`src/rtl/conv_window_ctrl.sv`:
```
`default_nettype none
// ============================================================================
//  Module      : conv_window_ctrl
//  Description : Raster-scan control for an N x N convolution window. Tracks
//                the row/column of incoming pixels, enables the line buffers,
//                and flags each fully-populated window with its top-left
//                coordinate.
//  Revision    : 1.0 - initial release
// ============================================================================
module conv_window_ctrl #(
    parameter int IMG_WIDTH  = 640,
    parameter int IMG_HEIGHT = 480,
    parameter int N          = 3,
    parameter int CW         = $clog2((IMG_WIDTH > IMG_HEIGHT) ? IMG_WIDTH : IMG_HEIGHT)
) (
    input  logic          i_clk,
    input  logic          i_rst,
    input  logic          i_start,
    input  logic          i_abort,
    input  logic          i_pix_valid,
    output logic          o_shift_en,
    output logic          o_win_valid,
    output logic [CW-1:0] o_win_row,
    output logic [CW-1:0] o_win_col,
    output logic          o_busy,
    output logic          o_done
);

    typedef enum logic [1:0] {
        S_IDLE = 2'd0,
        S_FILL = 2'd1,
        S_RUN  = 2'd2,
        S_DONE = 2'd3
    } state_t;

    localparam logic [CW-1:0] c_last_col = CW'(IMG_WIDTH - 1);
    localparam logic [CW-1:0] c_last_row = CW'(IMG_HEIGHT - 1);
    localparam logic [CW-1:0] c_nm1      = CW'(N - 1);
    localparam logic [CW-1:0] c_one      = CW'(1);

    state_t        r_state;
    state_t        w_next_state;
    logic [CW-1:0] r_row;
    logic [CW-1:0] r_col;
    logic          r_win_valid;
    logic [CW-1:0] r_win_row;
    logic [CW-1:0] r_win_col;

    logic w_active;
    logic w_accept;
    logic w_frame_go;
    logic w_last_pix;
    logic w_win_hit;

    // Abort wins over a pixel in the same cycle so nothing is shifted in.
    assign w_active   = (r_state == S_FILL) || (r_state == S_RUN);
    assign w_accept   = w_active && i_pix_valid && !i_abort;
    assign w_frame_go = (r_state == S_IDLE) && i_start && !i_abort;
    assign w_last_pix = (r_row == c_last_row) && (r_col == c_last_col);
    // Requiring col >= N-1 keeps windows from straddling a line wrap.
    assign w_win_hit  = (r_row >= c_nm1) && (r_col >= c_nm1);

    assign o_shift_en  = w_accept;
    assign o_busy      = w_active;
    assign o_done      = (r_state == S_DONE);
    assign o_win_valid = r_win_valid;
    assign o_win_row   = r_win_row;
    assign o_win_col   = r_win_col;

    // State register.
    always_ff @(posedge i_clk) begin
        if (i_rst) begin
            r_state <= S_IDLE;
        end else begin
            r_state <= w_next_state;
        end
    end

    // Next-state decode: frame start, fill-to-run, end of frame, abort.
    always_comb begin
        w_next_state = r_state;
        case (r_state)
            S_IDLE: begin
                if (w_frame_go) begin
                    w_next_state = S_FILL;
                end
            end
            S_FILL, S_RUN: begin
                if (i_abort) begin
                    w_next_state = S_IDLE;
                end else if (w_accept) begin
                    if (w_last_pix) begin
                        w_next_state = S_DONE;
                    end else if ((r_state == S_FILL) && (r_row == c_nm1) && (r_col == '0)) begin
                        w_next_state = S_RUN;
                    end
                end
            end
            S_DONE: begin
                w_next_state = S_IDLE;
            end
            default: begin
                w_next_state = S_IDLE;
            end
        endcase
    end

    // Raster position of the next pixel; cleared at frame start, held on gaps.
    always_ff @(posedge i_clk) begin
        if (i_rst || w_frame_go) begin
            r_row <= '0;
            r_col <= '0;
        end else if (w_accept) begin
            if (r_col == c_last_col) begin
                r_col <= '0;
                r_row <= r_row + c_one;
            end else begin
                r_col <= r_col + c_one;
            end
        end
    end

    // Window flag and top-left coordinate, one cycle after the completing pixel.
    always_ff @(posedge i_clk) begin
        if (i_rst) begin
            r_win_valid <= 1'b0;
            r_win_row   <= '0;
            r_win_col   <= '0;
        end else begin
            r_win_valid <= w_accept && w_win_hit;
            if (w_accept && w_win_hit) begin
                r_win_row <= r_row - c_nm1;
                r_win_col <= r_col - c_nm1;
            end
        end
    end

endmodule
`default_nettype wire

```
`config.mk`:
```
export PLATFORM = sky130hd
export DESIGN_NAME = conv_window_ctrl
export DESIGN_NICKNAME = d
export VERILOG_FILES = /design/src/rtl/conv_window_ctrl.sv
export SDC_FILE = /design/constraint.sdc
export NUM_CORES = 1
export LEC_CHECK = 0
export CAP_MARGIN = 10
export CORE_ASPECT_RATIO = 0.8
export CORE_MARGIN = 10
export CORE_UTILIZATION = 45
export DETAILED_ROUTE_END_ITERATION = 8
export GPL_ROUTABILITY_DRIVEN = 0
export GPL_TIMING_DRIVEN = 0
export HOLD_SLACK_MARGIN = 0.05
export PLACE_DENSITY = 0.67
export SYNTH_ARGS = -nofsm -noshare
export SYNTH_HDL_FRONTEND = slang
export SYNTH_SLANG_ARGS = --single-unit
```
`constraint.sdc`:
```
create_clock -name i_clk -period 5.7 [get_ports i_clk]
set_input_delay 1.14 -clock i_clk [delete_from_list [all_inputs] [get_ports i_clk]]
set_output_delay 1.14 -clock i_clk [all_outputs]
set_load 0.01 [all_outputs]
```
==> run_results.csv, run 1 <==
group,metric,value,unit
power_and_ir_drop,cellLeakagePower,1.10,nW
sta,tightest_slew,0.633,ns
clock_tree,postCtsResizedCells,0,
die,floorplan.die.width,99.8,um
sta,setup_total_negative_slack,0,ns
final_layout,area_growth_syn_to_layout,20.1,%
routing,drt_iter0_markers,105,
synth,postSynthNetCount,273,
sta,achievable-frequency,253,MHz
critical_path,worstSetupStartpointType,"input pin",
critical_path,worst_setup_end_kind,"output pin",
routing,num_vias,1789,
synth,synth_top_cell_area_share,0.376,
sta,final_max_slew_viol_count,0,
clock_tree,clock-sinks,43,
final_layout,insertedDiodeCount,0,
die,initial_core_util,0.460,
synth,yosysMostFrequentCell,"sky130_fd_sc_hd__nor2_1",
routing,route.antenna.remaining_nets,0,
place,detailed_place_hpwl,3.74,mm
critical_path,most_frequent_cell_on_the_critical_path,"sky130_fd_sc_hd__clkdlybuf4s50_1",
routing,detailroute.wirelength.met2,2.00,mm
routing,maxUsedRoutingLayer,"met4",
place,placed_area,0.00264,sq mm
global_routing,number_of_global_route_vias_before_repair,1836,
routing,viasPerCell,5.07,
sta,finalCritPeriodShare,0.694,
synth,synth_async_sr_flop_share,0,
synth,seq_area_frac_synth,0.376,
sta,worst_slew_margin_rel,0.578,
clock_tree,tritoncts.num_buffers,5,
run_status,status,"completed",
critical_path,cp.required,4.56,ns
routing,dr.pass1.iters,4,
critical_path,critical_path.max_fanout,10,
clock_tree,clk_root_buffer_cell,"sky130_fd_sc_hd__clkbuf_8",
synth,syn_area_per_cell,8.95,sq um
critical_path,setup_cp_type,"in -> out",
final_layout,postLayoutCellArea,0.00275,sq mm
synth,yosys_warnings,0,
synth,synthTopCellsByCount,"sky130_fd_sc_hd__nor2_1, sky130_fd_sc_hd__dfxtp_1, sky130_fd_sc_hd__xor2_1, sky130_fd_sc_hd__nand2_1",
flow_run,max-cap-violations,0,
synth,post_synth_inst_count,256,
synth,synthesis.area,0.00229,sq mm
critical_path,worst_path_max_delay_cell,"sky130_fd_sc_hd__clkdlybuf4s50_1",
global_routing,track_usage,0.129,
power_and_ir_drop,switchingPower,0.138,mW
sta,setup_violations,0,
power_and_ir_drop,internal_power,0.452,mW
clock_tree,postCtsSetupBuffers,0,
clock_tree,cts_buffer_depth,2,
power_and_ir_drop,p_sw_frac,0.234,
synth,synth_top_flop_cell,"sky130_fd_sc_hd__dfxtp_1",
hold_path,holdCritPathClass,"reg -> reg",
sta,rsz0062_at_grt,"false",
clock_tree,cts_tree,"yes",
die,rows,23,
die,die_area,0.00836,sq mm
power_and_ir_drop,comb_power_share,0.077,
synth,synthDistinctLibCells,41,
global_routing,overflow,0,
die,dieHeight,83.8,um
global_routing,antenna_found_initial,0,
global_routing,grt_start_max_net_pins,15,
critical_path,crit_path_cell_trace,"clkdlybuf4s50_1 > nand3b_2 > inv_1 > clkdlybuf4s50_1",
synth,synth-seq-cells,43,
sta,final-hold-violation-count,0,
clock_tree,clk_pin_slew,0.08,ns
die,floorplan.io_pins,29,
clock_tree,cts_hold_buffers,0,
power_and_ir_drop,irDropWorstVdd,0.000108,V
place,io_buffer_count,27,
synth,synthTopCellsByArea,"sky130_fd_sc_hd__dfxtp_1, sky130_fd_sc_hd__nor2_1, sky130_fd_sc_hd__xor2_1",
final_layout,final_layout_size_suffix_gt1_frac,0.127,
power_and_ir_drop,cellPowerDensity,214,mW/mm^2
power_and_ir_drop,clkPwrFrac,0.406,
sta,timing.final.crit_period,3.95,ns
die,core-area,0.00498,sq mm
synth,leading_area_contributor_after_synthesis,"sky130_fd_sc_hd__dfxtp_1",
global_routing,grt_first_pass_wirelength,8.91,mm
routing,met3_routed_wl,410,um
routing,wl_met1,2.55,mm
synth,synth_enable_flop_cells,0,
routing,post-route-drc-count,0,
critical_path,cpPeakStageDelay,0.58,ns
final_layout,nNetsFinal,307,
routing,detail_route.wirelength,5.02,mm
sta,finalClockSkew,0.0108,ns
clock_tree,htreeDepth,2,
clock_tree,insertion_delay,0.30,ns
routing,post_drt_wl_per_cell,14.2,um
critical_path,worstPathArrival,2.81,ns
power_and_ir_drop,share_seq_of_total_power,0.517,
## worst paths after layout
| kind | cells past startpoint | end | slack (ns) | startpoint |
|---|---|---|---|---|
| hold / removal | 2 | o_win_row[0] | 0.51 | o_win_row[0] |
| setup / recovery | 4 | o_shift_en | 1.75 | i_abort |
| setup reg to reg | 8 | r_row[8] | 3.35 | r_state[0] |
| hold reg to reg | 2 | o_win_row[0] | 0.51 | o_win_row[0] |
## critical path, delay by kind of cell
family	cells	cell delay [ns]
buffers and inverters	3	1.29
and+or+nand+nor	1	0.39
## state kept, by name (all words and copies together), names as in the netlist
| signal | count |
|---|---|
| o_win_col | 10 |
| r_row | 10 |
| r_col | 10 |
| o_win_valid | 1 |
| o_win_row | 10 |
| r_state | 2 |
## layer usage
metal | track usage | up-vias
met5 | 0 | -
met4 | 0.0403 | 0
met1 | 0.167 | 807
li1 | - | 932
met3 | 0.0613 | 6
met2 | 0.181 | 44
## area by class of cell
class,instances,area (sq um)
timing repair buffer,27,270
tap,62,77.6
sequential,43,861
clock buffer,5,68.8
buffer,14,82.6
inverter,12,45.0
multi-input combinational,187,1300
fill,474,2230
clock inverter,3,43.8
## through the flow
stage                     hold slack [ns]  power (mW)  std cells  utilization  setup WS, ns
after floorplan                     0.486       0.341        256            -          2.92
after global placement              0.485       0.356        345        0.530          1.75
after detailed placement            0.496       0.358        345        0.530          1.73
after CTS                           0.512       0.601        353        0.553          1.73
after global routing                0.535       0.620        353        0.553          1.65
final                               0.505       0.590        353        0.553          1.75
## placed cells by master (no fill, tap or decap), types with 4 or more instances in the layout
cell and n:
sky130_fd_sc_hd__inv_1 12, sky130_fd_sc_hd__ha_1 12, sky130_fd_sc_hd__a211oi_1 5, sky130_fd_sc_hd__xnor2_1 11, sky130_fd_sc_hd__nand2_1 18, sky130_fd_sc_hd__clkbuf_8 5, sky130_fd_sc_hd__clkdlybuf4s50_1 27, sky130_fd_sc_hd__xor2_1 19
sky130_fd_sc_hd__nand3_1 8, sky130_fd_sc_hd__clkbuf_1 4, sky130_fd_sc_hd__nand4_1 5, sky130_fd_sc_hd__nor3_1 6, sky130_fd_sc_hd__a211oi_2 12, sky130_fd_sc_hd__nor2_1 53, sky130_fd_sc_hd__dfxtp_1 43
## cell families (layout without fill, tap and decap cells)
family / count (synthesis) / count (layout) / synth area share
compound gates: 29 / 29 / 0.127
xor+xnor: 30 / 30 / 0.115
fa+ha+maj: 12 / 12 / 0.0655
buf+inv: 26 / 61 / 0.0557
flops: 43 / 43 / 0.376
mux: 4 / 4 / 0.0180
simple gates: 112 / 112 / 0.244
## power by group through the flow
stage	Clock, mW	Sequential [mW]	Combinational, mW
2_1_floorplan	0	0.311	0.0296
3_3_place_gp	0	0.312	0.0441
3_5_place_dp	0	0.312	0.0452
4_1_cts	0.250	0.305	0.0455
5_1_grt	0.264	0.306	0.0507
6_report	0.239	0.305	0.0451
Power figures use the tool's default switching activity.
==> run 2, diff against run 1 <==
Clock period 5.7 ns to 3.8 ns, I/O delays scaled along.
==> results of run 2 <==
Same layout as run 1 (identical final DEF). Status: completed.
Among the figures that moved: setup slack after placement 1.73 ns -> 0.589 ns; setup slack after layout 1.75 ns -> 0.606 ns; register-to-register setup slack 3.35 ns -> 1.45 ns; total power 0.590 mW -> 0.885 mW; worst IR drop on VDD 0.000108 V -> 0.000162 V
